`config.mk`:
```
export PLATFORM = sky130hd
export DESIGN_NAME = spi_slave
export DESIGN_NICKNAME = d
export VERILOG_FILES = /design/src/rtl/spi_slave_pkg.sv /design/src/rtl/spi_slave_sync.sv /design/src/rtl/spi_slave.sv
export SDC_FILE = /design/constraint.sdc
export NUM_CORES = 1
export LEC_CHECK = 0
export BUFFER_PORTS_ARGS = -buffer_cell sky130_fd_sc_hd__buf_2
export CORE_MARGIN = 3
export CORE_UTILIZATION = 45
export CTS_CLUSTER_DIAMETER = 100
export DETAILED_ROUTE_END_ITERATION = 6
export PLACE_DENSITY_LB_ADDON = 0.25
export SLEW_MARGIN = 0
export SYNTH_ARGS = -nofsm -noshare
export SYNTH_HDL_FRONTEND = slang
export SYNTH_SLANG_ARGS = --single-unit
export TNS_END_PERCENT = 1
```
`constraint.sdc`:
```
create_clock -name clk -period 3.1 [get_ports clk]
set_input_delay 0.465 -clock clk [delete_from_list [all_inputs] [get_ports clk]]
set_output_delay 0.465 -clock clk [all_outputs]
set_load 0.01 [all_outputs]
```
`src/rtl/spi_slave_pkg.sv`:
```
// Shared SPI types: mode, frame size, bit order, config record and slave FSM states.
package spi_slave_pkg;

  typedef enum logic [1:0] {
    SPI_MODE_0 = 2'b00,
    SPI_MODE_1 = 2'b01,
    SPI_MODE_2 = 2'b10,
    SPI_MODE_3 = 2'b11
  } spi_mode_t;

  typedef enum logic [1:0] {
    SPI_FRAME_SIZE_8  = 2'd0,
    SPI_FRAME_SIZE_16 = 2'd1,
    SPI_FRAME_SIZE_32 = 2'd2
  } spi_frame_size_t;

  typedef enum logic {
    MSB_FIRST = 1'b0,
    LSB_FIRST = 1'b1
  } bit_order_t;

  typedef enum logic [2:0] {
    PSC_2, PSC_4, PSC_8, PSC_16, PSC_32, PSC_64, PSC_128, PSC_256
  } spi_prescaler_t;

  typedef struct packed {
    spi_mode_t       spi_mode;
    spi_frame_size_t spi_frame_size;
    bit_order_t      bit_order;
    spi_prescaler_t  prescaler;
  } spi_config_t;

  typedef enum logic {
    SPI_SLV_IDLE,
    SPI_SLV_ACTIVE
  } spi_slv_state_t;

  // Frame length in bits; the unused encoding falls back to 32.
  function automatic logic [5:0] frame_len(spi_frame_size_t fs);
    case (fs)
      SPI_FRAME_SIZE_8:  return 6'd8;
      SPI_FRAME_SIZE_16: return 6'd16;
      default:           return 6'd32;
    endcase
  endfunction

  // Right-aligned mask covering one frame.
  function automatic logic [31:0] frame_mask(spi_frame_size_t fs);
    case (fs)
      SPI_FRAME_SIZE_8:  return 32'h0000_00FF;
      SPI_FRAME_SIZE_16: return 32'h0000_FFFF;
      default:           return 32'hFFFF_FFFF;
    endcase
  endfunction

endpackage

```
`src/rtl/spi_slave_sync.sv`:
```
// Three-flop synchronizer with configurable reset level and edge pulses.
module sync_edge #(
  parameter logic RST_VAL = 1'b0
) (
  input  logic clk_i,
  input  logic rst_n_i,
  input  logic d_i,
  output logic rise_o,
  output logic fall_o
);

  logic [2:0] sync_q;

  // Two metastability stages plus one history stage for edge detection.
  always_ff @(posedge clk_i or negedge rst_n_i) begin
    if (!rst_n_i) sync_q <= {3{RST_VAL}};
    else          sync_q <= {sync_q[1:0], d_i};
  end

  assign rise_o =  sync_q[1] & ~sync_q[2];
  assign fall_o = ~sync_q[1] &  sync_q[2];

endmodule

```
`src/rtl/spi_slave.sv`:
```
// SPI target: synchronizes sclk/cs_n/mosi into clk, shifts tx_data out on miso
// and assembles the received frame into rx_data, with pulse handshakes.
module spi_slave
  import spi_slave_pkg::*;
(
  input  logic        clk,
  input  logic        rst_n,
  input  spi_config_t spi_config,
  input  logic        sclk,
  input  logic        cs_n,
  input  logic        mosi,
  output logic        miso,
  output logic        miso_oe,
  input  logic [31:0] tx_data,
  output logic        tx_ack,
  output logic [31:0] rx_data,
  output logic        rx_valid,
  output logic        frame_err,
  output logic        busy
);

  spi_slv_state_t  state_q, state_d;
  spi_mode_t       mode_q, mode_d;
  spi_frame_size_t size_q, size_d;
  bit_order_t      order_q, order_d;
  logic [31:0]     tx_shift_q, tx_shift_d;
  logic [31:0]     rx_shift_q, rx_shift_d;
  logic [5:0]      bit_cnt_q, bit_cnt_d;
  logic            miso_q, miso_d;
  logic [31:0]     rx_data_q, rx_data_d;
  logic            rx_valid_q, rx_valid_d;
  logic            tx_ack_q, tx_ack_d;
  logic            frame_err_q, frame_err_d;
  logic [1:0]      mosi_sync_q;

  logic sclk_rise, sclk_fall, cs_rise, cs_fall;
  logic mosi_s;
  logic cpol, cpha, lead_edge, trail_edge, sample_edge, shift_edge;
  spi_frame_size_t cur_size;
  bit_order_t      cur_order;
  logic [5:0]  cur_len;
  logic [4:0]  cur_top;
  logic [31:0] cur_mask;
  logic [31:0] tx_load, tx_next, rx_next;
  logic        first_bit;
  logic [5:0]  cnt_next;
  logic        unused_cfg;

  assign unused_cfg = ^spi_config.prescaler;

  sync_edge #(.RST_VAL(1'b0)) u_sclk_sync (
    .clk_i   (clk),
    .rst_n_i (rst_n),
    .d_i     (sclk),
    .rise_o  (sclk_rise),
    .fall_o  (sclk_fall)
  );

  sync_edge #(.RST_VAL(1'b1)) u_cs_sync (
    .clk_i   (clk),
    .rst_n_i (rst_n),
    .d_i     (cs_n),
    .rise_o  (cs_rise),
    .fall_o  (cs_fall)
  );

  // Two-flop mosi chain keeps data aligned with the sclk edge detection.
  always_ff @(posedge clk or negedge rst_n) begin
    if (!rst_n) mosi_sync_q <= '0;
    else        mosi_sync_q <= {mosi_sync_q[0], mosi};
  end
  assign mosi_s = mosi_sync_q[1];

  // Edge roles come from the latched mode.
  assign cpol        = mode_q[1];
  assign cpha        = mode_q[0];
  assign lead_edge   = cpol ? sclk_fall : sclk_rise;
  assign trail_edge  = cpol ? sclk_rise : sclk_fall;
  assign sample_edge = cpha ? trail_edge : lead_edge;
  assign shift_edge  = cpha ? lead_edge  : trail_edge;

  // In IDLE the live config governs the first load; once ACTIVE the latched copy rules.
  assign cur_size  = (state_q == SPI_SLV_IDLE) ? spi_config.spi_frame_size : size_q;
  assign cur_order = (state_q == SPI_SLV_IDLE) ? spi_config.bit_order      : order_q;
  assign cur_len   = frame_len(cur_size);
  assign cur_top   = 5'(cur_len - 6'd1);
  assign cur_mask  = frame_mask(cur_size);

  assign tx_load   = tx_data & cur_mask;
  assign first_bit = (cur_order == MSB_FIRST) ? tx_data[cur_top] : tx_data[0];
  assign tx_next   = (cur_order == MSB_FIRST) ? (tx_shift_q << 1) : (tx_shift_q >> 1);
  assign rx_next   = (cur_order == MSB_FIRST) ? {rx_shift_q[30:0], mosi_s}
                                              : ((rx_shift_q >> 1) | ({31'b0, mosi_s} << cur_top));
  assign cnt_next  = bit_cnt_q + 6'd1;

  // State register.
  always_ff @(posedge clk or negedge rst_n) begin
    if (!rst_n) state_q <= SPI_SLV_IDLE;
    else        state_q <= state_d;
  end

  // Next-state: select opens a frame, deselect closes it regardless of sclk activity.
  always_comb begin
    state_d = state_q;
    unique case (state_q)
      SPI_SLV_IDLE:   if (cs_fall) state_d = SPI_SLV_ACTIVE;
      SPI_SLV_ACTIVE: if (cs_rise) state_d = SPI_SLV_IDLE;
      default:        state_d = SPI_SLV_IDLE;
    endcase
  end

  // Datapath next-state; cs_n rise outranks any sclk edge seen in the same cycle.
  always_comb begin
    mode_d      = mode_q;
    size_d      = size_q;
    order_d     = order_q;
    tx_shift_d  = tx_shift_q;
    rx_shift_d  = rx_shift_q;
    bit_cnt_d   = bit_cnt_q;
    miso_d      = miso_q;
    rx_data_d   = rx_data_q;
    rx_valid_d  = 1'b0;
    tx_ack_d    = 1'b0;
    frame_err_d = 1'b0;
    unique case (state_q)
      SPI_SLV_IDLE: begin
        if (cs_fall) begin
          mode_d     = spi_config.spi_mode;
          size_d     = spi_config.spi_frame_size;
          order_d    = spi_config.bit_order;
          tx_shift_d = tx_load;
          miso_d     = first_bit;
          tx_ack_d   = 1'b1;
          bit_cnt_d  = '0;
          rx_shift_d = '0;
        end
      end
      SPI_SLV_ACTIVE: begin
        if (cs_rise) begin
          frame_err_d = (bit_cnt_q != '0);
          bit_cnt_d   = '0;
          rx_shift_d  = '0;
          miso_d      = 1'b0;
        end else if (sample_edge) begin
          if (cnt_next == cur_len) begin
            rx_data_d  = rx_next & cur_mask;
            rx_valid_d = 1'b1;
            bit_cnt_d  = '0;
            rx_shift_d = '0;
            tx_shift_d = tx_load;
            miso_d     = first_bit;
            tx_ack_d   = 1'b1;
          end else begin
            rx_shift_d = rx_next;
            bit_cnt_d  = cnt_next;
          end
        end else if (shift_edge && (bit_cnt_q != '0)) begin
          tx_shift_d = tx_next;
          miso_d     = (cur_order == MSB_FIRST) ? tx_next[cur_top] : tx_next[0];
        end
      end
      default: ;
    endcase
  end

  // Datapath registers.
  always_ff @(posedge clk or negedge rst_n) begin
    if (!rst_n) begin
      mode_q      <= SPI_MODE_0;
      size_q      <= SPI_FRAME_SIZE_8;
      order_q     <= MSB_FIRST;
      tx_shift_q  <= '0;
      rx_shift_q  <= '0;
      bit_cnt_q   <= '0;
      miso_q      <= 1'b0;
      rx_data_q   <= '0;
      rx_valid_q  <= 1'b0;
      tx_ack_q    <= 1'b0;
      frame_err_q <= 1'b0;
    end else begin
      mode_q      <= mode_d;
      size_q      <= size_d;
      order_q     <= order_d;
      tx_shift_q  <= tx_shift_d;
      rx_shift_q  <= rx_shift_d;
      bit_cnt_q   <= bit_cnt_d;
      miso_q      <= miso_d;
      rx_data_q   <= rx_data_d;
      rx_valid_q  <= rx_valid_d;
      tx_ack_q    <= tx_ack_d;
      frame_err_q <= frame_err_d;
    end
  end

  // Outputs: selection status from state, everything else straight from registers.
  always_comb begin
    busy      = (state_q == SPI_SLV_ACTIVE);
    miso_oe   = (state_q == SPI_SLV_ACTIVE);
    miso      = miso_q;
    rx_data   = rx_data_q;
    rx_valid  = rx_valid_q;
    tx_ack    = tx_ack_q;
    frame_err = frame_err_q;
  end

endmodule

```
Yosys cells after proc, flatten, opt, wreduce, memory -nomap -nowiden. Index checks and enable logic that the tools add are counted.

Bitwise gates (word level): 13. Add/sub/neg operators: 2. Equal/unequal tests: 9. Multiplexer cells: 48. Magnitude comparators: 1. Shifts and indexed selects: 1. Reductions and logical operators: 8.

Operators with widths (number): 32-bit two-way mux (11); 32-bit one-hot mux with 2 select lines (3); 32-bit AND (2); 31-bit by 32-bit bitwise OR with 32-bit output (1); 1-bit by 5-bit << shifter with 32-bit output (1); 6-bit two-way mux (4); 6-bit one-hot mux with 2 select lines (2); 1-bit two-way mux (22); 1-bit binary-select mux with 5-bit select (2); 4-bit AND reduction (2); 6-bit by 1-bit adder with 6-bit output (second input constant) (1); 6-bit equality test (1); 5-bit by 6-bit < comparator with 1-bit output (second input constant) (1); 3-bit by 1-bit != test with 1-bit output (second input constant) (2); 1-bit NOT (6); 1-bit one-hot mux with 2 select lines (3); 6-bit nonzero test (1); 5-bit by 1-bit subtractor with 5-bit output (second input constant) (1); 1-bit AND (4); 2-bit != test (second input constant) (2); 4-bit by 1-bit != test with 1-bit output (second input constant) (1); 4-bit by 3-bit != test with 1-bit output (second input constant) (1); 2-bit AND reduction (2); 3-bit by 2-bit != test with 1-bit output (second input constant) (1); 5 further kinds (5).

Register bits after elaboration: 120. Logic and storage cells: 97. Output and inout port bits: 38. Input port bits: 45.

Longest topological paths before layout. Gate-level depths: netlist (run 1).

Depth in word-level cells: 11. Depth in mapped cells: 8. Gate-level depth less buffers: 7.

Cells and area by module. A second synthesis (run 1) with hierarchy kept.

Cells, all modules: 564. Area total of the unflattened synthesis: 6080.8 um2.

Modules (own cells, without submodules): spi_slave (instances 1, cells an instance 554, sequential area each 2852.7 um2, area each 5896.9 um2); sync_edge at u_cs_sync (instances 1, cells an instance 5, sequential area each 78.8 um2, area each 93.8 um2); sync_edge at u_sclk_sync (instances 1, cells an instance 5, sequential area each 75.1 um2, area each 90.1 um2).

Worst setup path after synthesis (run 1). OpenSTA, ideal clock, no wires.

Path kind: reg2reg. Start: register state_q (netlist: busy). End: register tx_shift_q[0]. Library setup time: 0.125 ns. Clock period less this slack: 2.604 ns. Arrival time: 2.479 ns. Data required time: 2.975 ns. Buffers on the path: 2. Setup slack: 0.496 ns. Stages on the path, launching flop included: 9. Cells stage by stage: dfrtp_1 buf_2 or3b_1 and3_1 a2111oi_4 o211ai_2 a32o_2 buf_6 mux2_4.

Longest elaborated chain between the ends: 6. Elaborated cells on any way between the ends: 17. Those cells by class: 6 x eq/ne; 8 x mux; 1 x bitwise; 2 x reduce/logical.

Ends and longest elaborated chain: start, declared (RTL line spi_slave.sv:22) `spi_slv_state_t state_q, state_d;`; start signal, assigned (RTL line spi_slave.sv:99) `else state_q <= state_d;`; 2-bit two-way mux or 1-bit two-way mux (tied branches) (RTL line spi_slave.sv:83, spi_slave.sv:84); 2-bit by 1-bit equality test with 1-bit output, or another cell as far along (RTL line spi_slave_pkg.sv:40) `case (fs)`; 6-bit one-hot mux with 2 select lines or 32-bit two-way mux (tied branches) (RTL line spi_slave_pkg.sv:40, spi_slave.sv:157); 6-bit equality test or 32-bit two-way mux (tied branches) (RTL line spi_slave.sv:145, spi_slave.sv:144); 3-bit by 2-bit != test with 1-bit output (no line) or 32-bit two-way mux (tied branches); 4-bit AND reduction (no line) or 32-bit one-hot mux with 2 select lines (tied branches); end signal, assigned (RTL line spi_slave.sv:184) `tx_shift_q <= tx_shift_d;`; end, declared (RTL line spi_slave.sv:26) `logic [31:0] tx_shift_q, tx_shift_d;`.

Several ways; a longest one is shown, not always the timed one. The select of a mux whose other input is x is not followed. A chain may end at the register's enable or synchronous reset.

Worst setup path after layout (run 1).
Start: register bit_cnt_q[2]. End: register tx_shift_q[27].

Longest elaborated chain between the ends: 4. Elaborated cells on any way between the ends: 7. Those cells by class: 1 x add/sub; 3 x eq/ne; 3 x reduce/logical.

Ends and longest elaborated chain: start, declared (RTL line spi_slave.sv:28) `logic [5:0] bit_cnt_q, bit_cnt_d;`; start signal, assigned (RTL line spi_slave.sv:186) `bit_cnt_q <= bit_cnt_d;`; 6-bit by 1-bit adder with 6-bit output or 6-bit nonzero test (tied branches) (RTL line spi_slave.sv:94, spi_slave.sv:157); 6-bit equality test or 1-bit logical AND (tied branches) (RTL line spi_slave.sv:145, spi_slave.sv:157); 3-bit by 2-bit != test with 1-bit output (no line) or 3-bit by 1-bit != test with 1-bit output (tied branches); 4-bit AND reduction (no line) *.

Mark *: on every way between the ends. The rest lies on a longest branch, timed or not.

==> qor.csv, run 1 <==
metric,value,unit
number of setup violations in the final report,0,
Post-synth EDFFs,0,
CTS tree,done,
final net count,671,
Leak,3.44,nW
Netlist cell types,49,
Placement Cell Area,0.00651,mm^2
antenna-violating nets left,0,
setup tns final,0,ns
Tot GR Track Use,19.5,%
Die Wd,121,um
CTS sink count,120,
Switching Power,0.00153,W
GRT overflow,0,
Most used DFF post-synth,dfrtp_1,
Post-Syn Instances,550,
clk root buf,clkbuf_16,
Clock Power Share,39.1,%
clk_skew,0.00706,ns
first-pass GRT wire length,23000,um
Total Wirelength,13400,um
Final Wtd Congestion,0.800,
worst-margin pin slew,0.702,ns
row count,41,
Sw Ratio,29.4,%
die height,121,um
pin count of the biggest net entering global routing,68,
critical path arrival,2.95,ns
Final Instance Count excl. Fillers,809,
class of the worst hold path,input port to async pin,
Initial DRT Pass Iterations,5,
DP Wirelength,8860,um
Combinational Power Share,22.5,%
Peak Freq,0.376,GHz
worst path required time,3.39,ns
Flop pwr share,38.4,%
Worst slew margin,53.2,%
P&R area growth vs syn,20.5,%
Final Cycle Share,85.9,%
initial antenna violation count,1,
clk_lat worst skew,0.41,ns
I/O Pins,83,
Worst setup SP type,flop,
worst-path fanout max,22,
status,finished clean,
Synth Net Count,597,
Crit. End Element,flop,
final instance area,0.00712,mm^2
"Cell Area, Synth",0.00591,mm^2
Tmin final,2.66,ns
Clock Tree Buf Depth,2,
Cells after DPL,777,
"FFs w/ async S/R, synth",100,%
CORE AREA,0.0127,mm^2
"FF+latch count, synth",120,
CTS H-tree lvls,4,
"most common cell after layout, fill and taps aside",dfrtp_1,
setup bufs post-CTS,0,
Yosys warnings,0,
Int Pwr,0.00368,W
initial drt markers,334,
post-layout util,56.0,%
# port buffers,79,
final hold slack,0.0960,ns
"Reg clk slew, reported paths",0.06,ns
Starting Density,46.4,%
syn avg cell area,10.7,um^2
hold buffer count at CTS,0,
"Worst Path Class, Setup",flop to flop,
DIE AREA,0.0145,mm^2
Ant. Diodes,0,
"Hold Violations, Final",0,
cts repair resizes,0,
# Max-Cap Violations,0,
DR DRC count,0,
"Seq/Total Area, Yosys",50.9,%
Avg WL per Cell,16.5,um
vias per cell,5.52,
total CTS buffers,17,
Vias,4463,
PD cells,733,mW/mm^2
Final Max Slew Viols,0,
RSZ-0062 raised after global routing,false,
most frequent cells in the layout,"117 x dfrtp_1, 84 x nand2_1, 78 x buf_2",
fill count,1129,
number of global-route vias before repair,4673,
maximum vdd drop,0.468,mV
ratio of cells with drive above 1 in the final layout,28.4,%
## critical path: stages, from the launching register on
cell       delay (ns)
dfrtp_1          0.41
and3_1           0.27
or3_4            0.43
a2111oi_4        0.41
o211ai_2         0.12
a32o_2           0.29
buf_4            0.26
mux2_4           0.34
## path summary, 6_finish.rpt
check                               start                  end  slack (ns)  cells past startpoint
setup / recovery             bit_cnt_q[2]       tx_shift_q[27]        0.44                      7
hold / removal                      rst_n           rx_data[4]         0.1                      1
setup reg to reg             bit_cnt_q[2]       tx_shift_q[27]        0.44                      7
hold reg to reg            mosi_sync_q[0]       mosi_sync_q[1]        0.35                      0
max in group asynchronous           rst_n  u_cs_sync.sync_q[2]        2.17                      2
min in group clk                     cs_n  u_cs_sync.sync_q[0]        0.15                      1
## state kept, by name (all words and copies together), names as in the netlist
signal	cells
rx_data	32
bit_cnt_q	6
u_cs_sync.sync_q	3
rx_shift_q	32
tx_ack	1
mode_q	2
order_q	1
u_sclk_sync.sync_q	3
mosi_sync_q	2
tx_shift_q	32
miso	1
busy	1
frame_err	1
size_q	2
rx_valid	1
## synth_stat cells, types with 3 or more instances
cell type | count | area [um^2]
a21oi_1 | 32 | 160
a22o_1 | 46 | 403
and2_1 | 3 | 18.8
and3_1 | 3 | 18.8
buf_1 | 5 | 18.8
buf_2 | 4 | 20.0
buf_6 | 3 | 33.8
clkbuf_1 | 27 | 101
dfrtp_1 | 117 | 2930
dfstp_2 | 3 | 78.8
inv_1 | 7 | 26.3
mux2_2 | 12 | 135
mux2_4 | 30 | 450
mux2i_1 | 38 | 380
nand2_1 | 85 | 319
nand3_1 | 25 | 125
nor2_1 | 11 | 41.3
nor2b_1 | 3 | 18.8
o211ai_1 | 3 | 22.5
o21ai_0 | 56 | 280
xor2_1 | 3 | 26.3
## routing by layer
metal / part of all wire (%) / GRT usage [%] / wire, um
met1: 44 / 25.2 / 5930
met2: 49 / 32.3 / 6600
met3: 5.1 / 5.52 / 688
met4: 1.0 / 5.59 / 136
met5: 0.052 / 0 / 7
## kinds of logic after synthesis
kind of cell | synth area share [%]
AO/OA/AOI/OAI | 17.1
XOR/XNOR | 0.593
adder cells (fa/ha/maj) | 0.423
buffers and inverters | 3.52
flip-flops | 50.9
multiplexers | 16.3
AND/OR/NAND/NOR | 11.2
## metrics by stage
stage	total power, W	setup slack, ns
global route	0.00549	0.243
global placement	0.00315	0.348
CTS	0.00525	0.425
finish	0.00521	0.438
detailed placement	0.00320	0.316
floorplan	0.00289	0.496
## final cells by class
cell class / count / area [um^2] / area share (%)
clock buffers: 19 / 443 / 6.22
clock inverters: 13 / 169 / 2.37
inverters: 7 / 26.3 / 0.369
multi-input cells: 383 / 2720 / 38.1
flip-flops and latches: 120 / 3010 / 42.2
well taps: 172 / 215 / 3.02
repair buffers: 95 / 543 / 7.63
## power by group through the flow
| stage | logic, W | registers, W | clock network [W] |
|---|---|---|---|
| floorplan | 0.000931 | 0.00195 | 0 |
| global placement | 0.00115 | 0.00201 | 0 |
| detailed placement | 0.00118 | 0.00202 | 0 |
| CTS | 0.00119 | 0.00200 | 0.00206 |
| global route | 0.00131 | 0.00203 | 0.00214 |
| finish | 0.00118 | 0.00200 | 0.00204 |
Note: power is estimated with default switching activity, not from simulation.
==> run 2: changes to the inputs <==
--- a/config.mk
+++ b/config.mk
@@ -10,6 +10,7 @@
 export CORE_UTILIZATION = 45
 export CTS_CLUSTER_DIAMETER = 100
 export DETAILED_ROUTE_END_ITERATION = 6
+export GPL_TIMING_DRIVEN = 0
 export PLACE_DENSITY_LB_ADDON = 0.25
 export SLEW_MARGIN = 0
 export SYNTH_ARGS = -nofsm -noshare
==> run 2 against run 1 <==
Clock power grew 3%. Sequential power barely moved. Critical endpoint is now rx_shift_q[25]. Cell count grew 3.1%. Sequential share of layout area is 0.42 points lower.
==> qor.csv, run 2 (synthesized netlist as in run 1, its figures left out) <==
metric,value,unit,change
status,finished clean,,
fill count,1126,,-0.27%
pre-CTS setup slack,0.117,ns,-0.199 ns
worst r2r src,busy,,
first-pass GRT wire length,23900,um,+3.6%
Die Wd,121,um,unchanged
DR DRC count,0,,unchanged
Crit. End Element,flop,,
Sw Ratio,29.2,%,-0.13 points
clk root buf,clkbuf_16,,
PD cells,740,mW/mm^2,+1.1%
critical path arrival,3.22,ns,+0.27 ns
total CTS buffers,17,,unchanged
ratio of cells with drive above 1 in the final layout,26.1,%,-2.3 points
initial drt markers,306,,-8.4%
Tmin final,2.86,ns,+0.201 ns
final instance area,0.00719,mm^2,+1.0%
die height,121,um,unchanged
Reg area,0.00301,mm^2,unchanged
Avg WL per Cell,17.0,um,+2.8%
met1 Resource Use GR,26.8,%,+1.6 points
R2R Path End,rx_shift_q[25],,
I/O Pins,83,,unchanged
Int Pwr,0.00377,W,+2.3%
CTS H-tree lvls,4,,unchanged
hold buffer count at CTS,0,,unchanged
initial antenna violation count,1,,unchanged
pin count of the biggest net entering global routing,65,,-4.4%
number of setup violations in the final report,0,,unchanged
row count,41,,unchanged
most frequent cells in the layout,"117 x dfrtp_1, 85 x nand2_1, 82 x buf_2",,
worst path required time,3.45,ns,+0.06 ns
number of global-route vias before repair,4807,,+2.9%
cell count of the worst reg-to-reg path,8,,+1
worst reg-to-reg setup slack,0.24,ns,-0.20 ns
Worst slew margin,36.6,%,-17 points
Final Cycle Share,92.3,%,+6.5 points
maximum vdd drop,0.430,mV,-8.0%
# port buffers,79,,unchanged
multi-input logic area,0.00269,mm^2,-0.78%
"Reg clk slew, reported paths",0.05,ns,about the same
Final Instance Count excl. Fillers,834,,+3.1%
Ant. Diodes,0,,unchanged
worst-path fanout max,10,,-55%
Leak,3.47,nW,+0.66%
Peak Freq,0.349,GHz,-7.0%
clk_skew,0.00757,ns,+0.000509 ns
"Worst Path Class, Setup",flop to flop,,
DP Wirelength,9990,um,+13%
Placement Cell Area,0.00655,mm^2,+0.71%
Clock Tree Buf Depth,2,,unchanged
RSZ-0062 raised after global routing,false,,
Setup crit start,busy,,
final hold slack,0.00687,ns,-0.0891 ns
met3 usage,6.55,%,+1.0 points
Cells after DPL,802,,+3.2%
Setup crit end,rx_shift_q[25],,
worst-margin pin slew,0.925,ns,+0.223 ns
Clock Power Share,39.7,%,+0.6 points
class of the worst hold path,input port to async pin,,
Flop pwr share,37.5,%,-0.9 points
antenna-violating nets left,0,,unchanged
CTS tree,done,,
routing usage on met2,32.9,%,+0.56 points
GR peak layer,met2,,
"Hold Violations, Final",0,,unchanged
DIE AREA,0.0145,mm^2,unchanged
CORE AREA,0.0127,mm^2,unchanged
Final Max Slew Viols,0,,unchanged
"most common cell after layout, fill and taps aside",dfrtp_1,,
setup tns final,0,ns,unchanged
# Max-Cap Violations,0,,unchanged
P&R area growth vs syn,21.7,%,
Initial DRT Pass Iterations,4,,-1
final net count,696,,+3.7%
GRT overflow,0,,unchanged
final worst setup slack,0.237,ns,-0.201 ns
Worst setup SP type,flop,,
Combinational Power Share,22.8,%,+0.3 points
vias per cell,5.52,,+0.11%
Tot GR Track Use,20.7,%,+1.2 points
setup bufs post-CTS,0,,unchanged
Vias,4606,,+3.2%
Final Wtd Congestion,0.842,,+5.2%
CTS sink count,120,,unchanged
clk_lat worst skew,0.42,ns,about the same
Switching Power,0.00156,W,+1.6%
Total Wirelength,14200,um,+6.0%
Starting Density,46.4,%,unchanged
run 2: layout make-up:
type,count,share of cell area (%)
inverters,7,0.365
plain buffers,40,2.54
clock inverters,14,2.73
flip-flops and latches,120,41.8
well taps,172,2.99
multi-input cells,383,37.5
repair buffers,80,5.97
clock buffers,18,6.11
run 2: routing by layer:
metal	wire length (um)	share of wire [%]	vias to the layer above
met2	6890	49	126
met3	841	5.9	22
met1	6240	44	2268
met5	11	0.078	-
met4	183	1.3	2
li1	-	-	2188
run 2: how the worst min path moves through the flow:
stage	startpoint	end	slack (ns)	depth (start not counted)
final	rst_n	rx_data[29]	0.007	1
after global routing	rst_n	rx_data[28]	0.05	1
after CTS	rst_n	rx_data[28]	0.03	1
after detailed placement	mosi_sync_q[0]	mosi_sync_q[1]	0.33	0
after global placement	mosi_sync_q[0]	mosi_sync_q[1]	0.34	0
after floorplan	rst_n	bit_cnt_q[0]	0.17	0
run 2: stage by stage:
stage / power [W] / util [%]
6_report: 0.00532 / 56.5
3_5_place_dp: 0.00323 / 51.5
3_3_place_gp: 0.00318 / 51.2
4_1_cts: 0.00536 / 56.5
2_1_floorplan: 0.00289 / -
5_1_grt: 0.00558 / 56.5
run 2: power groups by stage:
| stage | clock, W | sequential (W) | combinational [W] |
|---|---|---|---|
| 2_1_floorplan | 0 | 0.00195 | 0.000931 |
| 3_3_place_gp | 0 | 0.00201 | 0.00118 |
| 3_5_place_dp | 0 | 0.00201 | 0.00121 |
| 4_1_cts | 0.00214 | 0.00199 | 0.00122 |
| 5_1_grt | 0.00222 | 0.00203 | 0.00133 |
| 6_report | 0.00211 | 0.00200 | 0.00121 |
run 2: repair_timing:
item                                   4_1_cts  5_1_grt
resized for setup                            0        2
endpoints found under the hold margin        0        0
setup endpoints to repair                    0        1
run 2: critical path, stage by stage (launching register included):
cell and delay [ns]:
dfrtp_1 0.41, buf_2 0.20, or3b_1 0.43, and3_1 0.23, o2111a_1 0.29, o21ai_0 0.52, and2b_1 0.27, buf_2 0.26
a22o_1 0.17
